==> src/rtl/sa_seq_ctrl.sv <==
// Pass sequencer for an N x N systolic array: clears the accumulators, streams K operand
// vectors with per-lane skewed valids, waits out the wavefront, then holds done until accepted.
module sa_seq_ctrl #(
  parameter int N   = 4,
  parameter int K_W = 8
) (
  input  logic           clk,
  input  logic           rst,
  input  logic           start,
  input  logic [K_W-1:0] k_len,
  output logic           rd_en,
  output logic [K_W-1:0] rd_addr,
  output logic [N-1:0]   feed_vld,
  output logic           acc_clr,
  output logic           busy,
  output logic           done,
  input  logic           res_rdy
);

  // Drain counter must reach 2N-1.
  localparam int D_W = $clog2(2 * N) + 1;
  localparam logic [D_W-1:0] DRAIN_LAST = D_W'(2 * N - 1);

  typedef enum logic [2:0] {
    S_IDLE,
    S_CLEAR,
    S_FEED,
    S_DRAIN,
    S_DONE
  } state_t;

  state_t         r_state;
  logic [K_W-1:0] r_kq;
  logic [K_W-1:0] r_rd_addr;
  logic [D_W-1:0] r_drain_cnt;
  logic           r_rd_en;
  logic           r_acc_clr;
  logic           r_busy;
  logic           r_done;
  logic [N-1:0]   r_feed_vld;

  // NOTE: sequential state uses non-blocking assignments so every register samples
  // pre-edge values; registers not assigned in a branch simply hold.
  always_ff @(posedge clk) begin
    if (rst) begin
      r_state     <= S_IDLE;
      r_kq        <= '0;
      r_rd_addr   <= '0;
      r_drain_cnt <= '0;
      r_rd_en     <= 1'b0;
      r_acc_clr   <= 1'b0;
      r_busy      <= 1'b0;
      r_done      <= 1'b0;
    end else begin
      case (r_state)
        S_IDLE: begin
          if (start) begin
            r_kq      <= k_len;
            r_state   <= S_CLEAR;
            r_acc_clr <= 1'b1;
            r_busy    <= 1'b1;
          end
        end
        S_CLEAR: begin
          r_acc_clr <= 1'b0;
          if (r_kq != '0) begin
            r_state   <= S_FEED;
            r_rd_en   <= 1'b1;
            r_rd_addr <= '0;
          end else begin
            r_state <= S_DONE;
            r_done  <= 1'b1;
          end
        end
        S_FEED: begin
          if (r_rd_addr == r_kq - K_W'(1)) begin
            r_state     <= S_DRAIN;
            r_rd_en     <= 1'b0;
            r_rd_addr   <= '0;
            r_drain_cnt <= '0;
          end else begin
            r_rd_addr <= r_rd_addr + K_W'(1);
          end
        end
        S_DRAIN: begin
          // Covers buffer latency, lane skew, PE hops and the result register.
          if (r_drain_cnt == DRAIN_LAST) begin
            r_state <= S_DONE;
            r_done  <= 1'b1;
          end else begin
            r_drain_cnt <= r_drain_cnt + D_W'(1);
          end
        end
        S_DONE: begin
          if (res_rdy) begin
            r_state <= S_IDLE;
            r_done  <= 1'b0;
            r_busy  <= 1'b0;
          end
        end
        default: r_state <= S_IDLE;
      endcase
    end
  end

  // Skew line: lane 0 is the buffer data-valid, each further lane one cycle later.
  always_ff @(posedge clk) begin
    if (rst) begin
      r_feed_vld <= '0;
    end else begin
      r_feed_vld[0] <= r_rd_en;
      for (int i = 1; i < N; i++) begin
        r_feed_vld[i] <= r_feed_vld[i-1];
      end
    end
  end

  assign rd_en    = r_rd_en;
  assign rd_addr  = r_rd_addr;
  assign feed_vld = r_feed_vld;
  assign acc_clr  = r_acc_clr;
  assign busy     = r_busy;
  assign done     = r_done;

endmodule

==> config.mk <==
export PLATFORM = sky130hd
export DESIGN_NAME = sa_seq_ctrl
export DESIGN_NICKNAME = d
export VERILOG_FILES = /design/src/rtl/sa_seq_ctrl.sv
export SDC_FILE = /design/constraint.sdc
export NUM_CORES = 1
export LEC_CHECK = 0
export BUFFER_PORTS_ARGS = -buffer_cell sky130_fd_sc_hd__buf_4
export CAP_MARGIN = 10
export CORE_MARGIN = 3
export CORE_UTILIZATION = 40
export DETAILED_ROUTE_END_ITERATION = 8
export SLEW_MARGIN = 25
export SYNTH_ARGS = -nofsm -noshare
export SYNTH_HDL_FRONTEND = slang
export SYNTH_SLANG_ARGS = --single-unit
==> constraint.sdc <==
create_clock -name clk -period 5.25 [get_ports clk]
set_input_delay 0.525 -clock clk [delete_from_list [all_inputs] [get_ports clk]]
set_output_delay 0.525 -clock clk [all_outputs]
set_load 0.01 [all_outputs]
=== Word level (Yosys, flattened, before mapping) ===
Cells that the tools add are included.

* Register bits after elaboration: 31
* Input port bits: 12
* Output and inout port bits: 16
* Word-level logic and storage cells: 62

* Add/subtract/negate cells: 3
* Eq/ne operators: 13
* Multiplexer cells: 22
* Reduce and logical (&&, ||, !) cells: 15

{| class="wikitable"
|+ Operators by type and width
! operator !! number
|-
| 8-bit 2-to-1 mux || 2
|-
| 8-bit one-hot mux with 2 select lines || 1
|-
| 3-bit 2-to-1 mux || 5
|-
| 3-bit one-hot mux with 5 select lines || 1
|-
| 2-bit inequality test (second input constant) || 7
|-
| 3-bit AND reduction || 3
|-
| 8-bit by 1-bit adder with 8-bit output (second input constant) || 1
|-
| 8-bit == test || 1
|-
| 4-bit 2-to-1 mux || 2
|-
| 4-bit one-hot mux with 2 select lines || 1
|-
| 4-bit AND reduction || 2
|-
| 2-bit nonzero test || 4
|-
| 8-bit nonzero test || 1
|-
| 8-bit by 1-bit subtractor with 8-bit output (second input constant) || 1
|-
| 3-bit by 2-bit == test with 1-bit output (second input constant) || 2
|-
| 1-bit 2-to-1 mux || 6
|-
| 1-bit one-hot mux with 2 select lines || 3
|-
| 2-bit AND reduction || 3
|-
| 4-bit by 1-bit adder with 4-bit output (second input constant) || 1
|-
| 4-bit by 3-bit == test with 1-bit output (second input constant) || 1
|-
| 3-bit by 1-bit == test with 1-bit output (second input constant) || 1
|-
| 3-bit == test (second input constant) || 1
|-
| 3-bit logical NOT || 1
|-
| 1-bit one-hot mux with 3 select lines || 1
|-
| 3-bit nonzero test || 1
|}

=== Longest topological paths before layout ===
Gate-level depths: netlist of run 1.

* Depth in word-level cells: 4
* Depth in mapped cells: 11
* Mapped depth without buffers: 9

=== Worst setup path before layout of run 1 ===
No wires, ideal clock.

* Kind: reg-to-reg
* Start point: register r_kq[0]
* End point: register r_drain_cnt[1]
* Arrival: 2.063 ns
* Path slack: 3.119 ns
* Cell stages (with the launch flop): 12
* Path buffers: 2
* Cell sequence: dfxtp_1 -> clkbuf_2 -> inv_1 -> ha_1 -> buf_6 -> o21ba_1 -> a221oi_1 -> a41oi_1 -> nor3_2 -> nand3_1 -> a21o_1 -> a21oi_2

* Cells in the longest elaborated chain, start to end: 4

{| class="wikitable"
|+ Ends and longest elaborated chain
! item !! RTL line !! text
|-
| from (decl) || 33 || <nowiki>logic [K_W-1:0] r_kq;</nowiki>
|-
| from (signal assigned) || 58 || <nowiki>r_kq <= k_len;</nowiki>
|-
| 8-bit by 1-bit subtractor with 8-bit output || 76 || <nowiki>if (r_rd_addr == r_kq - K_W'(1)) begin</nowiki>
|-
| 8-bit == test || 76 ||
|-
| 2-bit inequality test (no source line) || - ||
|-
| 3-bit AND reduction (no source line) || - ||
|-
| to (signal assigned) || 91 || <nowiki>r_drain_cnt <= r_drain_cnt + D_W'(1);</nowiki>
|-
| to (decl) || 35 || <nowiki>logic [D_W-1:0] r_drain_cnt;</nowiki>
|}

No other way between the ends.
A chain may end at the register's enable or synchronous reset.

=== Final worst setup path of run 1 ===
Same ends and word-level chain as after synthesis.

==> summary.txt, run 1 <==
STATUS
------------------------------------------------------------------------------------------
Result of the run ........................................................... complete, no violations

LOGIC SYNTHESIS
------------------------------------------------------------------------------------------
Ys flop type ................................................................ sky130_fd_sc_hd__dfxtp_1
FFs w/ async S/R, synth .....................................................           0%
Share of the yosys chip area belonging to registers .........................        36.5%
Total nets after synthesis ..................................................          216
Warning count from the yosys run ............................................            0
Number of distinct standard cells referenced by the synthesized netlist .....           53
Synthesized area divided by synthesized cell count ..........................     8.50 um2
EDFF count, synth ...........................................................            0
Number of synthesized register bits .........................................           31
Count of mapped cells out of synthesis ......................................          200
Mapped Area .................................................................  0.00170 mm2

POWER AND IR DROP
------------------------------------------------------------------------------------------
Lkg Pwr .....................................................................     0.784 nW
Power per standard cell area ................................................   374 mW/mm2
Worst supply voltage drop on vdd ............................................       205 uV

WORST HOLD PATH
------------------------------------------------------------------------------------------
Worst hold path class .......................................................      reg2reg

SETUP PATH
------------------------------------------------------------------------------------------
Max stage delay cell, worst path ............................................ sky130_fd_sc_hd__dfxtp_1
Worst Path Arrival ..........................................................      2630 ps
Endpoint class of the critical path .........................................         flop
Cell-by-cell trace of the critical path ..................................... inv_1, ha_1, o21ba_1, a221oi_1, a41oi_1, nor3_2, nand3_1, a21o_1, a21oi_2
Startpoint type of the worst setup path .....................................         flop
Type of the worst setup path ................................................      reg2reg
Worst EP required ...........................................................      5480 ps
Crit path max fanout ........................................................            8
Slack of the worst reg-to-reg path ..........................................      2850 ps
Crit path largest cell delay ................................................       460 ps

FLOW RUN
------------------------------------------------------------------------------------------
Maximum capacitance violations ..............................................            0

DRT
------------------------------------------------------------------------------------------
Total iterations of the first detailed-routing run ..........................            4
Drt wl/cell .................................................................      12.9 um
Wl on met1 ..................................................................      1680 um
Routed WL ...................................................................      3540 um
Drt initial violations ......................................................           65
Number of vias per cell .....................................................         5.30
Count of unresolved DRC violations after routing ............................            0
Highest metal layer used by the detailed router .............................         met4
Met3 wire len ...............................................................       168 um
Met2 Routed Length ..........................................................      1640 um
Final ANT Viol Nets .........................................................            0
Via Count ...................................................................         1453

STA
------------------------------------------------------------------------------------------
Final critical path time including I/O delays and setup .....................      2400 ps
Fin Clk Skew ................................................................      8.04 ps
Number of hold violations in the final report ...............................            0
Pin slew with the least headroom to its limit ...............................       808 ps
Period utilization ..........................................................        45.7%
Fmax ........................................................................      417 MHz
Pins over their slew limit ..................................................            0
Setup repair after global routing missed its margin .........................           no
Relative slew margins .......................................................        45.7%
Total negative setup slack ..................................................         0 ps
Minimum setup slack in the final design .....................................      2850 ps
Final setup violation count .................................................            0

CTS
------------------------------------------------------------------------------------------
Num CTS Buffers .............................................................            5
Insertion delay to the later sink of the worst-skew pair ....................       300 ps
Clock edge transition at the registers on the reported setup and hold paths .        70 ps
H-tree Lvls .................................................................            2
Number of hold buffers added after CTS ......................................            0
Clock tree sinks ............................................................           31
Longest Clk Path Bufs .......................................................            2
CTS-repair resized insts ....................................................            0
Master cell of the clock root buffer ........................................ sky130_fd_sc_hd__clkbuf_8
Post-CTS Repair Setup Buffers ...............................................            0
TritonCTS clock tree ........................................................         done

FLOORPLAN
------------------------------------------------------------------------------------------
Core region area ............................................................  0.00406 mm2
Number of rows in the core area .............................................           23
IO Count ....................................................................           28
Horizontal extent of the die ................................................      71.2 um
Height of the chip ..........................................................      71.2 um
Effective utilization at floorplan ..........................................        41.9%
Die area ....................................................................  0.00507 mm2

PLACED DESIGN
------------------------------------------------------------------------------------------
Post-DP HPWL ................................................................      2500 um
GP Congestion ...............................................................        0.898
Worst slack after detailed placement ........................................      2900 ps
Port bufs ...................................................................           27
Inst Count DP ...............................................................          266

FINAL LAYOUT
------------------------------------------------------------------------------------------
# fillers ...................................................................          424
Layout Nets .................................................................          239
Number of antenna diodes ....................................................            0
Finished Layout Cells .......................................................          274
Area growth from synthesis to layout ........................................        16.1%
Layout cell share with drive strength beyond 1 ..............................        21.4%

GLOBAL ROUTE
------------------------------------------------------------------------------------------
Global-route wire length before repair ......................................      6030 um
Number of global-route vias before repair ...................................         1345
Global-route congestion overflow total ......................................            0
Overall fraction of global-route tracks in use ..............................        15.1%
Largest net degree at the start of global routing ...........................           28
Initial antenna violation count .............................................            0

## metrics by stage
step                hold WS, ps  utilization [%]  total power [W]  instance area, um2
floorplan                   456                -         0.000503                1700
global placement            437             46.5         0.000560                1890
detailed placement          441             46.5         0.000558                1890
CTS                         454             48.6         0.000748                1970
global route                479             48.6         0.000789                1970
finish                      446             48.6         0.000738                1970
## placed cells by master, fill, tap and decap left out, drive strengths merged, types with 2 or more instances in the layout
cell    netlist  layout
or2           3       3
inv           5       5
ha            4       4
xor2          7       7
and3          3       3
buf           6      27
nor3          4       4
xnor2         4       4
or3           2       2
and2          6       6
a21oi        21      21
a32oi         3       3
nor2         10      10
nor2b         7       7
nand3        12      12
a22oi         3       3
nand3b        3       3
dfxtp        31      31
clkbuf        5       6
o41ai         6       6
nand2        31      31
o21ai         3       3
a211oi        3       3
mux2i         2       2
## worst paths after layout
| check | start | end | depth (start not counted) |
|---|---|---|---|
| max | r_kq[0] | r_drain_cnt[1] | 9 |
| min | done | done | 2 |
| max reg2reg | r_kq[0] | r_drain_cnt[1] | 9 |
| min reg2reg | done | done | 2 |
## synth_stat cells, drive strengths merged (2+ instances only)
cell / instances / area, um2
dfxtp: 31 / 621
nand2: 31 / 126
a21oi: 21 / 120
nand3: 12 / 60.1
nor2: 10 / 40.0
nor2b: 7 / 43.8
xor2: 7 / 61.3
and2: 6 / 38.8
buf: 6 / 57.6
o41ai: 6 / 52.6
clkbuf: 5 / 20.0
inv: 5 / 18.8
ha: 4 / 50.1
nor3: 4 / 25.0
xnor2: 4 / 35.0
a211oi: 3 / 27.5
a22oi: 3 / 22.5
a32oi: 3 / 26.3
and3: 3 / 18.8
nand3b: 3 / 22.5
o21ai: 3 / 15.0
or2: 3 / 18.8
mux2i: 2 / 20.0
or3: 2 / 12.5
## area by class of cell
class | count | area [um2] | area share, %
well taps | 50 | 62.6 | 3.17
repair buffers | 27 | 203 | 10.3
flip-flops and latches | 31 | 621 | 31.5
multi-input cells | 153 | 982 | 49.8
clock buffers | 6 | 72.6 | 3.68
clock inverters | 2 | 12.5 | 0.635
inverters | 5 | 18.8 | 0.952
## report_power, final
group / switching [W] / internal (W) / total, W
combinational: 0.000131 / 0.000113 / 0.000244
sequential: 0.0000398 / 0.000265 / 0.000305
clock: 0.0000965 / 0.0000925 / 0.000189
total: 0.000268 / 0.000471 / 0.000738
## registers in the layout (all words and copies together), names as in the netlist
register	cells
busy	1
rd_en	1
acc_clr	1
r_kq	8
r_drain_cnt	4
done	1
feed_vld	4
rd_addr	8
r_state	3
## critical path, delay by kind of cell (launching register included)
kind                     cells  cell delay (ps)
flip-flops                   1              460
AO/OA/AOI/OAI                5              930
adder cells (fa/ha/maj)      1              310
AND/OR/NAND/NOR              2              520
buffers and inverters        1              100
## routing by layer
layer,global-route usage [%],vias up
met1,18.8,671
met3,4.40,5
met5,0,-
met4,8.35,0
met2,23.5,24
li1,-,753
## logic make-up after synthesis
| group | synth area share [%] |
|---|---|
| AO/OA/AOI/OAI | 20.5 |
| XOR/XNOR | 5.67 |
| flip-flops | 36.5 |
| buffers and inverters | 5.67 |
| AND/OR/NAND/NOR | 27.5 |
| multiplexers | 1.18 |
| adder cells (fa/ha/maj) | 2.95 |
Note: power is estimated with default switching activity, not from simulation.
==> run 2, diff against run 1 <==
==> constraint.sdc (replaced) <==
create_clock -name clk -period 2.16 [get_ports clk]
set_input_delay 0.216 -clock clk [delete_from_list [all_inputs] [get_ports clk]]
set_output_delay 0.216 -clock clk [all_outputs]
set_load 0.01 [all_outputs]
==> run 2 against run 1 <==
- sequential power is 140% higher
- core utilization increased by 4.6 points
- clock power rose to 3.2 times the previous value
- register-to-register slack got worse by 2700 ps
- fmax grew 18%
- sequential share of layout area shrank 2.7 points
- combinational power grew to 2.8 times the previous value
- first-iteration DRC count up 98%
- largest power group unchanged
- total power rose to 2.7 times the previous value
==> summary.txt, run 2 (synthesis results as in run 1) <==
SETUP PATH
------------------------------------------------------------------------------------------
Worst Path Buf+Inv ..........................................................            3
Depth of the worst register-to-register path ................................           11
Worst EP required ...........................................................      2330 ps
Type of the worst setup path ................................................      reg2reg
Crit path largest cell delay ................................................       330 ps
Most used cell along the critical path ...................................... sky130_fd_sc_hd__buf_4
Cell-by-cell trace of the critical path ..................................... inv_1, ha_4, o21ba_1, a221oi_2, a41oi_1, nor3_2, buf_4, nand2_4, buf_4, nand3_1, a21oi_1
Max stage delay cell, worst path ............................................ sky130_fd_sc_hd__dfxtp_1
Launching instance or port of the critical path .............................      r_kq[1]
Worst Path Arrival ..........................................................      2200 ps
Crit path max fanout ........................................................            8
Endpoint class of the critical path .........................................         flop
Startpoint of the most critical register-to-register path ...................      r_kq[1]
Slack of the worst reg-to-reg path ..........................................       130 ps
Largest delay contributor family on the critical path ....................... compound AO/OA/AOI/OAI gates
Destination of the worst register-to-register timing path ...................   rd_addr[1]
Startpoint type of the worst setup path .....................................         flop

STA
------------------------------------------------------------------------------------------
Period utilization ..........................................................        94.0%
Final setup violation count .................................................            0
Number of hold violations in the final report ...............................            0
Minimum setup slack in the final design .....................................       129 ps
Fin Clk Skew ................................................................      3.01 ps
Pins over their slew limit ..................................................            0
Relative slew margins .......................................................        69.6%
Total negative setup slack ..................................................         0 ps
Pin slew with the least headroom to its limit ...............................       454 ps
Final critical path time including I/O delays and setup .....................      2030 ps
Fmax ........................................................................      492 MHz

POWER AND IR DROP
------------------------------------------------------------------------------------------
Power per standard cell area ................................................   939 mW/mm2
Switching portion of total power ............................................        33.8%
Reg power frac ..............................................................        36.4%
Worst supply voltage drop on vdd ............................................       603 uV
Cell Int Power ..............................................................    0.00134 W
Net switching power figure ..................................................   0.000685 W
Lkg Pwr .....................................................................     0.888 nW
Clock power share ...........................................................        29.4%
Combinational fraction of design power ......................................        34.2%

CTS
------------------------------------------------------------------------------------------
TritonCTS clock tree ........................................................         done
Number of hold buffers added after CTS ......................................            0
Longest Clk Path Bufs .......................................................            2
Num CTS Buffers .............................................................            5
Insertion delay to the later sink of the worst-skew pair ....................       290 ps
Clock tree sinks ............................................................           31
Clock edge transition at the registers on the reported setup and hold paths .        70 ps
H-tree Lvls .................................................................            2
Master cell of the clock root buffer ........................................ sky130_fd_sc_hd__clkbuf_8

DRT
------------------------------------------------------------------------------------------
Drt wl/cell .................................................................      13.5 um
Count of unresolved DRC violations after routing ............................            0
Final ANT Viol Nets .........................................................            0
Number of vias per cell .....................................................         5.38
Via Count ...................................................................         1539
Routed WL ...................................................................      3860 um
Total iterations of the first detailed-routing run ..........................            4
Drt initial violations ......................................................          129

PLACED DESIGN
------------------------------------------------------------------------------------------
Port bufs ...................................................................           27
Post-DP HPWL ................................................................      2630 um
GP Congestion ...............................................................        0.835
Worst slack after detailed placement ........................................      17.6 ps

GLOBAL ROUTE
------------------------------------------------------------------------------------------
Overall fraction of global-route tracks in use ..............................        15.5%
Initial antenna violation count .............................................            0
Largest net degree at the start of global routing ...........................           28
Number of global-route vias before repair ...................................         1356
Global-route congestion overflow total ......................................            0
Global-route wire length before repair ......................................      6200 um

WORST HOLD PATH
------------------------------------------------------------------------------------------
WHS Path Cells ..............................................................            3
Min-delay src ...............................................................     k_len[6]
Worst hold endpoint .........................................................      r_kq[6]
Worst hold path class .......................................................       in2reg

FINAL LAYOUT
------------------------------------------------------------------------------------------
Layout Nets .................................................................          251
Most used cells in the layout excluding fill and tap cells .................. 38 x sky130_fd_sc_hd__buf_4, 31 x sky130_fd_sc_hd__dfxtp_1, 29 x sky130_fd_sc_hd__nand2_1
Area growth from synthesis to layout ........................................        27.1%
Most common cell after layout, fill and taps aside .......................... sky130_fd_sc_hd__buf_4
Layout cell share with drive strength beyond 1 ..............................        30.1%
Number of antenna diodes ....................................................            0

FLOORPLAN
------------------------------------------------------------------------------------------
Die area ....................................................................  0.00507 mm2
Horizontal extent of the die ................................................      71.2 um
Height of the chip ..........................................................      71.2 um
Core region area ............................................................  0.00406 mm2
Number of rows in the core area .............................................           23
Effective utilization at floorplan ..........................................        41.9%
IO Count ....................................................................           28

STATUS
------------------------------------------------------------------------------------------
Result of the run ........................................................... complete, no violations

FLOW RUN
------------------------------------------------------------------------------------------
Maximum capacitance violations ..............................................            0

==> run 2: worst max path at each step <==
stage                           to  slack [ps]  cells past startpoint
floorplan           r_drain_cnt[1]          30                     11
global placement    r_drain_cnt[1]          70                      9
detailed placement  r_drain_cnt[1]          20                      9
CTS                 r_drain_cnt[1]          -7                      9
global route            rd_addr[7]          -1                      7
finish                  rd_addr[1]         130                     11
==> run 2: worst register-to-register path: cells and delay by family, from the launching register on <==
kind            cells  cell delay, ps
compound gates      4             570
simple gates        3             420
fa+ha+maj           1             190
buf+inv             3             420
flops               1             330
==> run 2: layer usage <==
metal	up-vias	global-route usage, %	share of wire (%)
li1	782	-	-
met4	0	8.14	3.0
met5	-	0	0
met3	11	3.55	3.6
met2	35	24.0	47
met1	711	20.0	47
==> run 2: through the flow <==
stage	std cells	util (%)	hold WS (ps)	area [um2]	total power, W
2_1_floorplan	200	-	352	1700	0.00122
3_3_place_gp	274	48.0	436	1950	0.00139
3_5_place_dp	274	48.0	440	1950	0.00139
4_1_cts	283	51.1	165	2070	0.00200
5_1_grt	286	53.2	180	2160	0.00215
6_report	286	53.2	171	2160	0.00203
==> run 2: area by class of cell <==
| class | count | area, um2 |
|---|---|---|
| Fill cell | 406 | 1900 |
| Multi-Input combinational cell | 154 | 1050 |
| Sequential cell | 31 | 621 |
| Timing Repair Buffer | 38 | 285 |
| Clock buffer | 6 | 82.6 |
| Tap cell | 50 | 62.6 |
| Clock inverter | 2 | 35.0 |
| Inverter | 5 | 18.8 |
==> run 2: power by group through the flow <==
stage	sequential, W	combinational, W	clock, W
final	0.000737	0.000694	0.000596
after global routing	0.000754	0.000772	0.000628
after CTS	0.000736	0.000648	0.000612
after global placement	0.000748	0.000641	0
after detailed placement	0.000748	0.000642	0
after floorplan	0.000733	0.000489	0
==> run 2: what timing repair did <==
action / 4_1_cts / 5_1_grt
cloned: 0 / 1
pin swaps: 0 / 4
setup endpoints to repair: 2 / 14
setup buffers: 1 / 2
resized for setup: 0 / 14
